==> config.mk <==
export PLATFORM = sky130hd
export DESIGN_NAME = xadc_drp_responder
export DESIGN_NICKNAME = d
export VERILOG_FILES = /design/src/rtl/drp_resp_pkg.sv /design/src/rtl/drp_eoc_timer.sv /design/src/rtl/xadc_drp_responder.sv
export SDC_FILE = /design/constraint.sdc
export NUM_CORES = 1
export LEC_CHECK = 0
export ABC_AREA = 1
export CORE_UTILIZATION = 50
export CTS_BUF_LIST = sky130_fd_sc_hd__clkbuf_4
export DETAILED_ROUTE_END_ITERATION = 6
export GPL_ROUTABILITY_DRIVEN = 1
export PLACE_DENSITY_LB_ADDON = 0.15
export SLEW_MARGIN = 20
export SYNTH_ARGS = -nofsm -noshare
export SYNTH_HDL_FRONTEND = slang
export SYNTH_SLANG_ARGS = --single-unit
==> constraint.sdc <==
create_clock -name clk -period 1.4 [get_ports clk]
set_clock_uncertainty 0.05 [all_clocks]
set_input_delay 0.14 -clock clk [delete_from_list [all_inputs] [get_ports clk]]
set_output_delay 0.14 -clock clk [all_outputs]
set_load 0.05 [all_outputs]
==> src/rtl/drp_resp_pkg.sv <==
// Shared definitions for the XADC-style DRP responder: FSM state
// encoding, the CFG0 register address and the DRP data width.
package drp_resp_pkg;

  localparam int          DATA_W    = 16;
  localparam logic [6:0]  CFG0_ADDR = 7'h40;

  typedef enum logic [1:0] {
    ST_IDLE = 2'd0,
    ST_BUSY = 2'd1,
    ST_RESP = 2'd2
  } drp_state_e;

endpackage

==> src/rtl/drp_eoc_timer.sv <==
// Free-running conversion timer: pulses eoc_out once every CONV_PERIOD
// cycles and captures the converter sample into sample_reg on that pulse.
// Optional feature macro: DRP_RESP_AVG_EN -- when defined, sample_reg
// holds the truncated mean of the last four captured samples.
module drp_eoc_timer #(
  parameter int CONV_PERIOD = 26
) (
  input  logic        clk,
  input  logic        rst,
  input  logic [11:0] sample_in,
  output logic        eoc_out,
  output logic [11:0] sample_reg
);

  localparam int             CNT_W = (CONV_PERIOD > 2) ? $clog2(CONV_PERIOD) : 1;
  localparam logic [CNT_W-1:0] LAST = CNT_W'(CONV_PERIOD - 1);

  logic [CNT_W-1:0] conv_cnt;

  assign eoc_out = (conv_cnt == LAST);

  // Conversion counter: 0..CONV_PERIOD-1, wrapping, independent of DRP traffic.
  always_ff @(posedge clk) begin
    // NOTE: sequential state is assigned with <= so every register samples
    // the pre-edge values of its neighbours, regardless of statement order.
    if (rst)          conv_cnt <= '0;
    else if (eoc_out) conv_cnt <= '0;
    else              conv_cnt <= conv_cnt + 1'b1;
  end

`ifdef DRP_RESP_AVG_EN
  logic [2:0][11:0] hist;
  logic [13:0]      avg_sum;

  assign avg_sum = 14'(sample_in) + 14'(hist[0]) + 14'(hist[1]) + 14'(hist[2]);

  // Capture path with a four-deep history, averaged on each conversion.
  always_ff @(posedge clk) begin
    // NOTE: the history is only three words, so it is cleared on reset like
    // ordinary flops; large RAM-style arrays would not be reset this way.
    if (rst) begin
      hist       <= '0;
      sample_reg <= '0;
    end else if (eoc_out) begin
      hist       <= {hist[1], hist[0], sample_in};
      sample_reg <= avg_sum[13:2];
    end
  end
`else
  // Direct capture path: the raw sample is taken on each conversion.
  always_ff @(posedge clk) begin
    if (rst)          sample_reg <= '0;
    else if (eoc_out) sample_reg <= sample_in;
  end
`endif

endmodule

==> src/rtl/xadc_drp_responder.sv <==
// DRP slave answering each accepted request after LATENCY+1 cycles.
// Serves the sample register at CHAN_ADDR and a read/write CFG0 register;
// other addresses read as zero. Requests arriving while busy are dropped
// and flagged on the sticky overrun output.
// Optional feature macro: DRP_RESP_AVG_EN (sample averaging in drp_eoc_timer).
module xadc_drp_responder
  import drp_resp_pkg::*;
#(
  parameter int         LATENCY     = 4,
  parameter int         CONV_PERIOD = 26,
  parameter logic [6:0] CHAN_ADDR   = 7'h1E
) (
  input  logic              clk,
  input  logic              rst,
  input  logic              den_in,
  input  logic              dwe_in,
  input  logic [6:0]        daddr_in,
  input  logic [DATA_W-1:0] di_in,
  output logic [DATA_W-1:0] do_out,
  output logic              drdy_out,
  output logic              eoc_out,
  input  logic [11:0]       sample_in,
  output logic              overrun
);

  drp_state_e        state;
  logic [3:0]        lat_cnt;
  logic [6:0]        addr_q;
  logic              we_q;
  logic [DATA_W-1:0] wdata_q;
  logic [11:0]       snap_q;
  logic [DATA_W-1:0] cfg0;
  logic [DATA_W-1:0] resp_data;
  logic [11:0]       sample_reg;

  drp_eoc_timer #(
    .CONV_PERIOD (CONV_PERIOD)
  ) u_eoc_timer (
    .clk        (clk),
    .rst        (rst),
    .sample_in  (sample_in),
    .eoc_out    (eoc_out),
    .sample_reg (sample_reg)
  );

  // Read data for the latched request; writes always answer with zero.
  always_comb begin
    // NOTE: default first so every path assigns resp_data and no latch forms.
    resp_data = '0;
    if (!we_q) begin
      if (addr_q == CHAN_ADDR)      resp_data = {snap_q, 4'h0};
      else if (addr_q == CFG0_ADDR) resp_data = cfg0;
    end
  end

  // Request FSM with registered drdy/do outputs; the sample is snapshotted at
  // accept so a coinciding conversion cannot change an in-flight read.
  always_ff @(posedge clk) begin
    if (rst) begin
      state    <= ST_IDLE;
      lat_cnt  <= '0;
      addr_q   <= '0;
      we_q     <= 1'b0;
      wdata_q  <= '0;
      snap_q   <= '0;
      cfg0     <= '0;
      drdy_out <= 1'b0;
      do_out   <= '0;
      overrun  <= 1'b0;
    end else begin
      drdy_out <= 1'b0;
      do_out   <= '0;
      case (state)
        ST_IDLE: begin
          if (den_in) begin
            state   <= ST_BUSY;
            addr_q  <= daddr_in;
            we_q    <= dwe_in;
            wdata_q <= di_in;
            snap_q  <= sample_reg;
            lat_cnt <= 4'(LATENCY - 1);
          end
        end
        ST_BUSY: begin
          if (den_in) overrun <= 1'b1;
          if (lat_cnt == '0) begin
            state    <= ST_RESP;
            drdy_out <= 1'b1;
            do_out   <= resp_data;
            if (we_q && addr_q == CFG0_ADDR) cfg0 <= wdata_q;
          end else begin
            lat_cnt <= lat_cnt - 1'b1;
          end
        end
        ST_RESP: begin
          if (den_in) overrun <= 1'b1;
          state <= ST_IDLE;
        end
        default: state <= ST_IDLE;
      endcase
    end
  end

endmodule
==> metrics.csv <==
stage,metric,value,unit
clock_tree,clk sinks,93,
worst_setup_path,critical path depth,5,
yosys,syn_nets,512,
yosys,post-synthesis cell area,3590,um^2
yosys,biggest area consumer among synthesized cells,dfxtp_1,
yosys,sequential cell area fraction in the yosys report,0.519,
pwr,Peak VDD IR,1.16,mV
final_layout,"leading cell type in the layout, fill and taps excluded",dfxtp_1,
worst_setup_path,r2r setup slk,-0.11,ns
sta,fin. max-slew vios,0,
floorplan,row count,30,
sta,unrepaired setup endpoints after global routing,true,
worst_setup_path,CP Capture Type,output pin,
pwr,Overall Power,7.63,mW
sta,fmax,654,MHz
sta,Slew Limit Headroom,0.792,
yosys,post-synth cell types,23,
final_layout,Fillers,457,
pwr,pwr/cell area,1400,nW/um^2
run,Max-Cap Viols,0,
yosys,Mapped Cells,467,
yosys,syn_area_per_cell,7.69,um^2
worst_setup_path,crit-path cells,inv_2 -> ha_4 -> nand3_4 -> clkinvlp_4 -> buf_12,
worst_setup_path,R2R cell count,8,
clock_tree,hold_buf cts,0,
global_routing,initial antenna violation count,0,
clock_tree,CTS max path bufs,2,
worst_setup_path,worst setup path class,reg -> out,
global_routing,vias in the first global route,3046,
worst_setup_path,"CP delay by family, top",flip-flops,
placed_design,Post-Place Cell Area,4610,um^2
yosys,post-synthesis mux area share,0,
sta,Setup TNS Final,-2.00,ns
clock_tree,root buffer cell,clkbuf_4,
detailed_routing,DRT Pass-1 Iters,4,
placed_design,Detail Placement HPWL,5.31,mm
global_routing,total gr overflow,0,
worst_setup_path,Worst path max stage delay,0.36,ns
detailed_routing,WL/cell,14.2,um
detailed_routing,DRT met1 WL,3.82,mm
final_layout,antenna cells,0,
yosys,largest family of logic cells by synthesized area,simple AND/OR/NAND/NOR gates,
worst_setup_path,crit path from,u_eoc_timer.conv_cnt[1],
placed_design,Post-Place Worst Slack,-0.0861,ns
detailed_routing,DRT iter0 DRCs,133,
final_layout,Layout Nets,597,
clock_tree,H-tree levels,3,
floorplan,die area,7520,um^2
sta,# setup viols final,32,
clock_tree,clk_lat worst skew,0.44,ns
worst_hold_path,hold path cells,3,
yosys,Post-Synth Adder-Cell Area,0.0209,
clock_tree,CTS tree,yes,
final_layout,"leading cell types in the layout, fill and taps excluded","dfxtp_1 (85), nor2_1 (72), nand2_1 (45)",
yosys,"FF+latch count, synth",93,
detailed_routing,Max Used Layer,met4,
global_routing,largest net degree at the start of global routing,42,
worst_setup_path,Worst Setup Start Kind,flop,
final_layout,Storage cell area,1870,um^2
placed_design,Placed Cells,617,
floorplan,starting density of the core,0.523,
final_layout,share of cells above drive strength 1,0.303,
yosys,Synth Area in XOR/XNOR,0.00244,
floorplan,Ports,58,
worst_setup_path,R2R Path End,do_out[14],
placed_design,Final GP Congestion,0.771,
final_layout,footprint of the multi-input gates,1840,um^2
worst_setup_path,"Slowest-stage cell, CP",dfxtp_2,
yosys,top area cells in the synthesized netlist,"dfxtp_1 (52%), nor2_1 (11%), o21ai_0 (7.0%)",
yosys,post-synth top area share,0.519,
final_layout,"Design Area, Final",5440,um^2
worst_setup_path,crit-path max FO,2,
outcome,failing checks,negative setup slack,
detailed_routing,via density per instance,5.12,
final_layout,synthesis-to-layout area growth,51.6,%
clock_tree,CTS Buf Count,9,
global_routing,first-pass GRT wire length,13.3,mm
worst_hold_path,worst hold path class,in -> reg,
yosys,compound-cell area share of the yosys netlist,0.114,
detailed_routing,Vias,3345,
floorplan,die width,86.7,um
detailed_routing,DRC violations left,0,
sta,Worst Tran Pin Value,0.312,ns
final_layout,largest registers,"cfg0: 16 flops, do_out: 16 flops, wdata_q: 16 flops",
sta,Tcrit/Tclk final,1.09,
pwr,Leakage,2.12,nW
detailed_routing,"antenna viol nets, final",0,
yosys,Synth Area in Simple Gates,0.262,
detailed_routing,final wirelength,9.26,mm
placed_design,Port Buffers,57,
final_layout,final cell count without fillers,653,
clock_tree,clock-pin slew on the worst setup and hold paths,0.15,ns
detailed_routing,routed wl met3,479,um
outcome,status,"finished, violations left",
sta,Hold Fails Final Rpt,0,
worst_setup_path,Worst R2R Start,state[1],
worst_setup_path,CP bufs+invs,3,
global_routing,Total GRT Usage,0.225,
worst_setup_path,CP Capture Point,eoc_out,
worst_setup_path,"Req. time, crit path",1.21,ns
yosys,yosys warns,0,
worst_setup_path,critical path data arrival time,1.34,ns
detailed_routing,WL met2,4.83,mm
floorplan,Die Y,86.7,um
floorplan,core area,6870,um^2
sta,final worst slack,-0.130,ns
sta,min Tclk post-route,1.53,ns
how the worst min path moves through the flow:
stage / from / end / slack [ns]
after floorplan: rst / state[0] / 0.15
after global placement: cfg0[3] / do_out[3] / 0.38
after detailed placement: cfg0[2] / do_out[2] / 0.38
after CTS: sample_in[8] / u_eoc_timer.sample_reg[8] / 0.23
after global routing: sample_in[10] / u_eoc_timer.sample_reg[10] / 0.25
final: sample_in[8] / u_eoc_timer.sample_reg[8] / 0.24
metrics by stage:
step | util | hold slack, ns
after CTS | 0.719 | 0.232
after global routing | 0.792 | 0.246
after global placement | 0.671 | 0.381
final | 0.792 | 0.242
after floorplan | - | 0.152
after detailed placement | 0.671 | 0.384
timing repair:
| item | in CTS | in global routing |
|---|---|---|
| cloned | 3 | 3 |
| gates resized for setup | 27 | 99 |
| buffers inserted | 9 | 7 |
| pin swaps | 9 | 38 |
| setup endpoints to repair | 27 | 43 |
worst min-delay path: stages:
cell and delay, ns:
clkdlybuf4s50_1 0.39, o21ai_0 0.15, nor2_1 0.04
routing by layer:
layer | track usage | up-vias
li1 | - | 1675
met1 | 0.277 | 1557
met2 | 0.393 | 100
met3 | 0.0371 | 13
met4 | 0.0879 | 0
met5 | 0 | -
cell type report:
| class | instances | area share |
|---|---|---|
| Multi-Input combinational cell | 305 | 0.339 |
| Tap cell | 96 | 0.0221 |
| Sequential cell | 93 | 0.344 |
| Clock inverter | 7 | 0.0108 |
| Inverter | 45 | 0.0322 |
| Clock buffer | 9 | 0.0124 |
| Timing Repair Buffer | 98 | 0.240 |
where the power goes:
part           total (mW)  switching (mW)  internal, mW  leakage, nW
Clock                1.38           0.988         0.393       0.0640
Sequential           3.27           0.247          3.02        0.762
Combinational        2.98            1.58          1.40         1.29
logic make-up after synthesis:
logic type               count (synthesis)
AO/OA/AOI/OAI                           81
buffers and inverters                   69
adder cells (fa/ha/maj)                  6
XOR/XNOR                                 1
flip-flops                              93
AND/OR/NAND/NOR                        217
Yosys cell counts:
master	count
nand3_4	1
nor2_2	1
nor3_4	1
or2_2	1
o21ai_0	50
nand4_1	4
nor2_4	3
clkbuf_2	2
buf_6	3
inv_1	44
nand3_1	49
nor2_1	102
o211ai_1	1
dfxtp_1	93
inv_2	1
clkbuf_1	12
xnor2_1	1
nor3_1	1
a21boi_0	1
ha_1	6
a21oi_1	29
nand2_1	54
buf_2	7
(Power assumes the default switching activity.)
==> RTL change 1 (same flow settings) <==
The 3 states of `drp_state_e` get a one-hot encoding in 3 bits.
--- a/src/rtl/drp_resp_pkg.sv
+++ b/src/rtl/drp_resp_pkg.sv
@@ -6,8 +6,8 @@
   localparam logic [6:0]  CFG0_ADDR = 7'h40;
 
-  typedef enum logic [1:0] {
-    ST_IDLE = 2'd0,
-    ST_BUSY = 2'd1,
-    ST_RESP = 2'd2
+  typedef enum logic [2:0] {
+    ST_IDLE = 3'b001,
+    ST_BUSY = 3'b010,
+    ST_RESP = 3'b100
   } drp_state_e;
 
Check against the original RTL: no difference found for any inputs over 10 cycles, from zero or initial values and one cycle with rst high; not proved beyond that.
==> RTL change 1 against the original RTL <==
The flow still finishes with violations (setup timing); sequential cell count increased by 1; synthesized cell count decreased by 3.6%; design area fell by 9.7%; routed wire length decreased by 16%; synthesized area grew 0.56%; utilization down 7.7 points; global-route usage down 0.62 points; setup slack got worse by 0.0045 ns.
Power is not compared: it rests on default switching activity, and its combinational part moved more than twofold at a synthesized area within 25%.
==> RTL change 1: results (changes against the original RTL) <==
CTS buffer count -> 9 (unchanged)
setup_tns -> -0.135 ns (+1.87 ns)
GRT Util Overall -> 0.219 (-0.00622)
H-tree depth -> 3 (unchanged)
DP Area -> 4550 um^2 (-1.3%)
ranking of synthesized cells by area -> dfxtp_1 52%, nor2_1 9.7%, o21ai_0 8.3%
Final Slew Violations -> 0 (unchanged)
routed len/inst -> 12.5 um (-12%)
largest net degree at the start of global routing -> 49 (+17%)
hold wc startpoint -> sample_in[9]
Internal -> 3.75 mW
Yosys cell types -> 29 (+26%)
final setup fails -> 2 (-94%)
hold path endpoint -> u_eoc_timer.sample_reg[9]
dpl cells -> 599 (-2.9%)
cells after synthesis -> 450 (-3.6%)
nets@finish -> 566 (-5.2%)
Synth Warn # -> 0 (unchanged)
Final WS setup -> -0.135 ns (-0.00450 ns)
R2R Setup Slk -> 0 ns (+0.11 ns)
violated checks -> setup timing
syn nets -> 493 (-3.7%)
HPWL Detailed -> 5.30 mm (about the same)
Post-Route WL -> 7.78 mm (-16%)
global-route wire length before repair -> 12.9 mm (-2.9%)
Layout fillers -> 547 (+20%)
via-per-instance ratio -> 5.05 (-1.4%)
worst r2r dst -> cfg0[4]
number of global-route vias before repair -> 2837 (-6.9%)
CP max-delay cell -> dfxtp_2
Max FO, Critical Path -> 2 (unchanged)
Seq/Total Area, Yosys -> 0.521 (+0.00267)
Slew @ Worst Pin -> 0.217 ns (-0.0947 ns)
Worst Reg2Reg Path Length in Cells -> 9 (+1)
Worst R2R Start -> lat_cnt[0]
status -> complete, but fails checks
initial DRC count -> 165 (+24%)
final RePlAce weighted congestion -> 0.779 (+1.0%)
Min-Delay Path Depth -> 3 (unchanged)
Commonest cells post-synth -> 94 x dfxtp_1, 93 x nor2_1, 60 x o21ai_0
VDD IR max -> 0.627 mV
Worst-Skew Late Latency -> 0.44 ns (about the same)
share of layout cells above drive strength 1 -> 0.211 (-0.0928)
==> RTL change 1: cell types whose count changed after synthesis, moves of 6 or more <==
cell	change
nand3_1	-42
nand4_1	+25
nand2_1	-23
o21ai_0	+10
nor2_1	-9
o21ai_1	+6
==> RTL change 1: power by group through the flow <==
stage | registers [mW] | clock network, mW | logic (mW)
finish | 2.89 | 1.45 | 0.802
floorplan | 2.93 | 0 | 0.445
CTS | 2.88 | 1.48 | 0.747
global route | 2.90 | 1.60 | 0.893
detailed placement | 2.94 | 0 | 0.727
global placement | 2.93 | 0 | 0.704
==> RTL change 1: worst register-to-register path: stages (launching register included) <==
cell and delay [ns]:
dfxtp_2 0.35, inv_2 0.07, ha_4 0.14, nand2_4 0.07, nor2_8 0.17, nand2_4 0.10
nor2_4 0.14, buf_12 0.14, nor2_1 0.04, nor2_1 0.07
==> RTL change 1: cell families (layout without fill, tap and decap cells) <==
logic type | after synthesis | after routing | share of synthesized area
flip-flops | 94 | 94 | 0.521
AO/OA/AOI/OAI | 99 | 99 | 0.137
XOR/XNOR | 2 | 2 | 0.00485
buffers and inverters | 78 | 154 | 0.0971
adder cells (fa/ha/maj) | 4 | 4 | 0.0139
AND/OR/NAND/NOR | 173 | 174 | 0.226
==> RTL change 1: layout make-up <==
class,count,area (um^2),share of cell area
tap,96,120,0.0244
timing repair buffer,88,1070,0.219
clock inverter,5,58.8,0.0120
multi-input combinational,279,1500,0.304
inverter,51,199,0.0405
sequential,94,1890,0.385
clock buffer,10,75.1,0.0153
==> RTL change 1: metal layers <==
metal | wire length (um) | GRT usage
met3 | 332 | 0.0351
met4 | 116 | 0.100
met2 | 3760 | 0.366
met1 | 3570 | 0.277
met5 | 0 | 0
==> RTL change 1: metrics by stage <==
step	total power, mW	hold slack (ns)	setup WS [ns]
final	5.14	0.256	-0.135
after floorplan	3.38	0.159	0.0460
after global routing	5.40	0.254	-0.190
after global placement	3.64	0.378	-0.0702
after CTS	5.11	0.244	-0.144
after detailed placement	3.67	0.379	-0.0978
==> RTL change 1: worst max path at each step <==
stage                                  startpoint  slack (ns)                         end  depth (start not counted)
final                     u_eoc_timer.conv_cnt[1]       -0.13                     eoc_out                          5
after global routing      u_eoc_timer.conv_cnt[1]       -0.19                     eoc_out                          5
after CTS                 u_eoc_timer.conv_cnt[1]       -0.14                     eoc_out                          5
after detailed placement                   den_in        -0.1                   snap_q[9]                          5
after global placement                     den_in       -0.07                   snap_q[9]                          5
after floorplan           u_eoc_timer.conv_cnt[0]        0.05  u_eoc_timer.sample_reg[10]                          6
==> RTL change 1: what timing repair did <==
item	CTS	global route
endpoints found under the hold margin	0	0
endpoints found under the setup margin	22	57
setup buffers	2	6
pin swaps	5	22
cloned	1	0
resized for setup	14	43
==> RTL change 2 (config.mk and constraints unchanged) <==
Made on the original files. `CONV_PERIOD` is set to 26 in 2 places; all go to 13.
--- a/src/rtl/drp_eoc_timer.sv
+++ b/src/rtl/drp_eoc_timer.sv
@@ -4,5 +4,5 @@
 // holds the truncated mean of the last four captured samples.
 module drp_eoc_timer #(
-  parameter int CONV_PERIOD = 26
+  parameter int CONV_PERIOD = 13
 ) (
   input  logic        clk,
--- a/src/rtl/xadc_drp_responder.sv
+++ b/src/rtl/xadc_drp_responder.sv
@@ -8,5 +8,5 @@
 #(
   parameter int         LATENCY     = 4,
-  parameter int         CONV_PERIOD = 26,
+  parameter int         CONV_PERIOD = 13,
   parameter logic [6:0] CHAN_ADDR   = 7'h1E
 ) (
Behaviour: no difference found for any inputs over 10 cycles, from zero or initial values and one cycle with rst high; that may be too few to reach the edited logic, so the function may still have changed.
==> RTL change 2 against the original RTL <==
The flow still finishes with violations (setup timing); count of clock-buffer cells in the layout grew 1; die area is 1.5% lower; global-route usage shrank 1.0 points; synthesized area fell by 1.6%; via count shrank 4.0%; design area decreased by 4.0%; routed wire length shrank 9.7%; sequential share of layout area is 1.0 points higher; total power is 2.3% lower; critical path depth grew 3; setup slack improved by 0.033 ns; sequential cell count decreased by 1; critical endpoint is now do_out[5]; largest cell class unchanged; highest routed layer unchanged.
==> RTL change 2: results (changes against the original RTL) <==
final setup fails -> 34 (+6.3%)
Sw Ratio -> 0.352 (-0.0173)
Power Total -> 7.46 mW (-2.3%)
nets@finish -> 584 (-2.2%)
violated checks -> setup timing
ranking of synthesized cells by area -> dfxtp_1 52%, nand3_1 6.8%, nor2_1 6.8%
hold wc startpoint -> sample_in[7]
average cell area after synthesis -> 7.78 um^2 (+1.3%)
share of layout cells above drive strength 1 -> 0.263 (-0.0405)
number of global-route vias before repair -> 2795 (-8.2%)
Layout fillers -> 474 (+3.7%)
post-CTS setup buffer count -> 10 (+1)
global-route wire length before repair -> 12.4 mm (-6.2%)
Commonest cells post-synth -> 92 x dfxtp_1, 64 x nor2_1, 63 x nand2_1
Clk. pwr -> 1.44 mW (+4%)
hold path endpoint -> u_eoc_timer.sample_reg[7]
Final WS setup -> -0.0970 ns (+0.0330 ns)
GRT Util Overall -> 0.215 (-0.0101)
setup_tns -> -2.22 ns (-0.222 ns)
worst r2r dst -> do_out[5]
leakage -> 2.04 nW (-3.8%)
routed len/inst -> 13.1 um (-7.9%)
WHS -> 0.209 ns (-0.0331 ns)
Max FO, Critical Path -> 6 (+4)
WP data arrival -> 1.84 ns (+0.50 ns)
dpl cells -> 607 (-1.6%)
syn nets -> 499 (-2.5%)
register area -> 1850 um^2 (-1.2%)
Post-CTS Resized -> 34 (+26%)
status -> complete, but fails checks
Seq/Total Area, Yosys -> 0.521 (+0.00260)
HPWL Detailed -> 5.14 mm (-3.1%)
normalized max-slew margin -> 0.824 (+0.0324)
final RePlAce weighted congestion -> 0.785 (+1.7%)
Setup WS pre-CTS -> -0.183 ns (-0.0966 ns)
Logic pwr share -> 0.374 (-0.017)
VDD IR max -> 1.22 mV (+4.5%)
DP Area -> 4560 um^2 (-1.1%)
-- RTL change 2: worst max-delay path by stage --
stage,end
global route,do_out[8]
finish,do_out[5]
floorplan,do_out[8]
CTS,eoc_out
detailed placement,snap_q[3]
global placement,lat_cnt[3]
-- RTL change 2: layout make-up --
type                    count  share of cell area
well taps                  96              0.0230
clock buffers              10              0.0144
inverters                  53              0.0405
repair buffers             97               0.235
multi-input cells         286               0.321
clock inverters             6              0.0117
flip-flops and latches     92               0.354
-- RTL change 2: routing by layer --
metal	part of all wire	track usage	routed length, um
met3	0.041	0.0597	343
met1	0.42	0.250	3540
met4	0.018	0.0818	153
met2	0.52	0.374	4320
met5	0	0	0
-- RTL change 2: cells by family after synthesis --
family                     after synthesis  synth area share
adders and majority gates                6            0.0212
and+or+nand+nor                        186             0.232
DFF                                     92             0.521
xor gates and xnor gates                 2           0.00496
buffers and inverters                   76            0.0892
AOI/OAI and AO/OA                       92             0.131
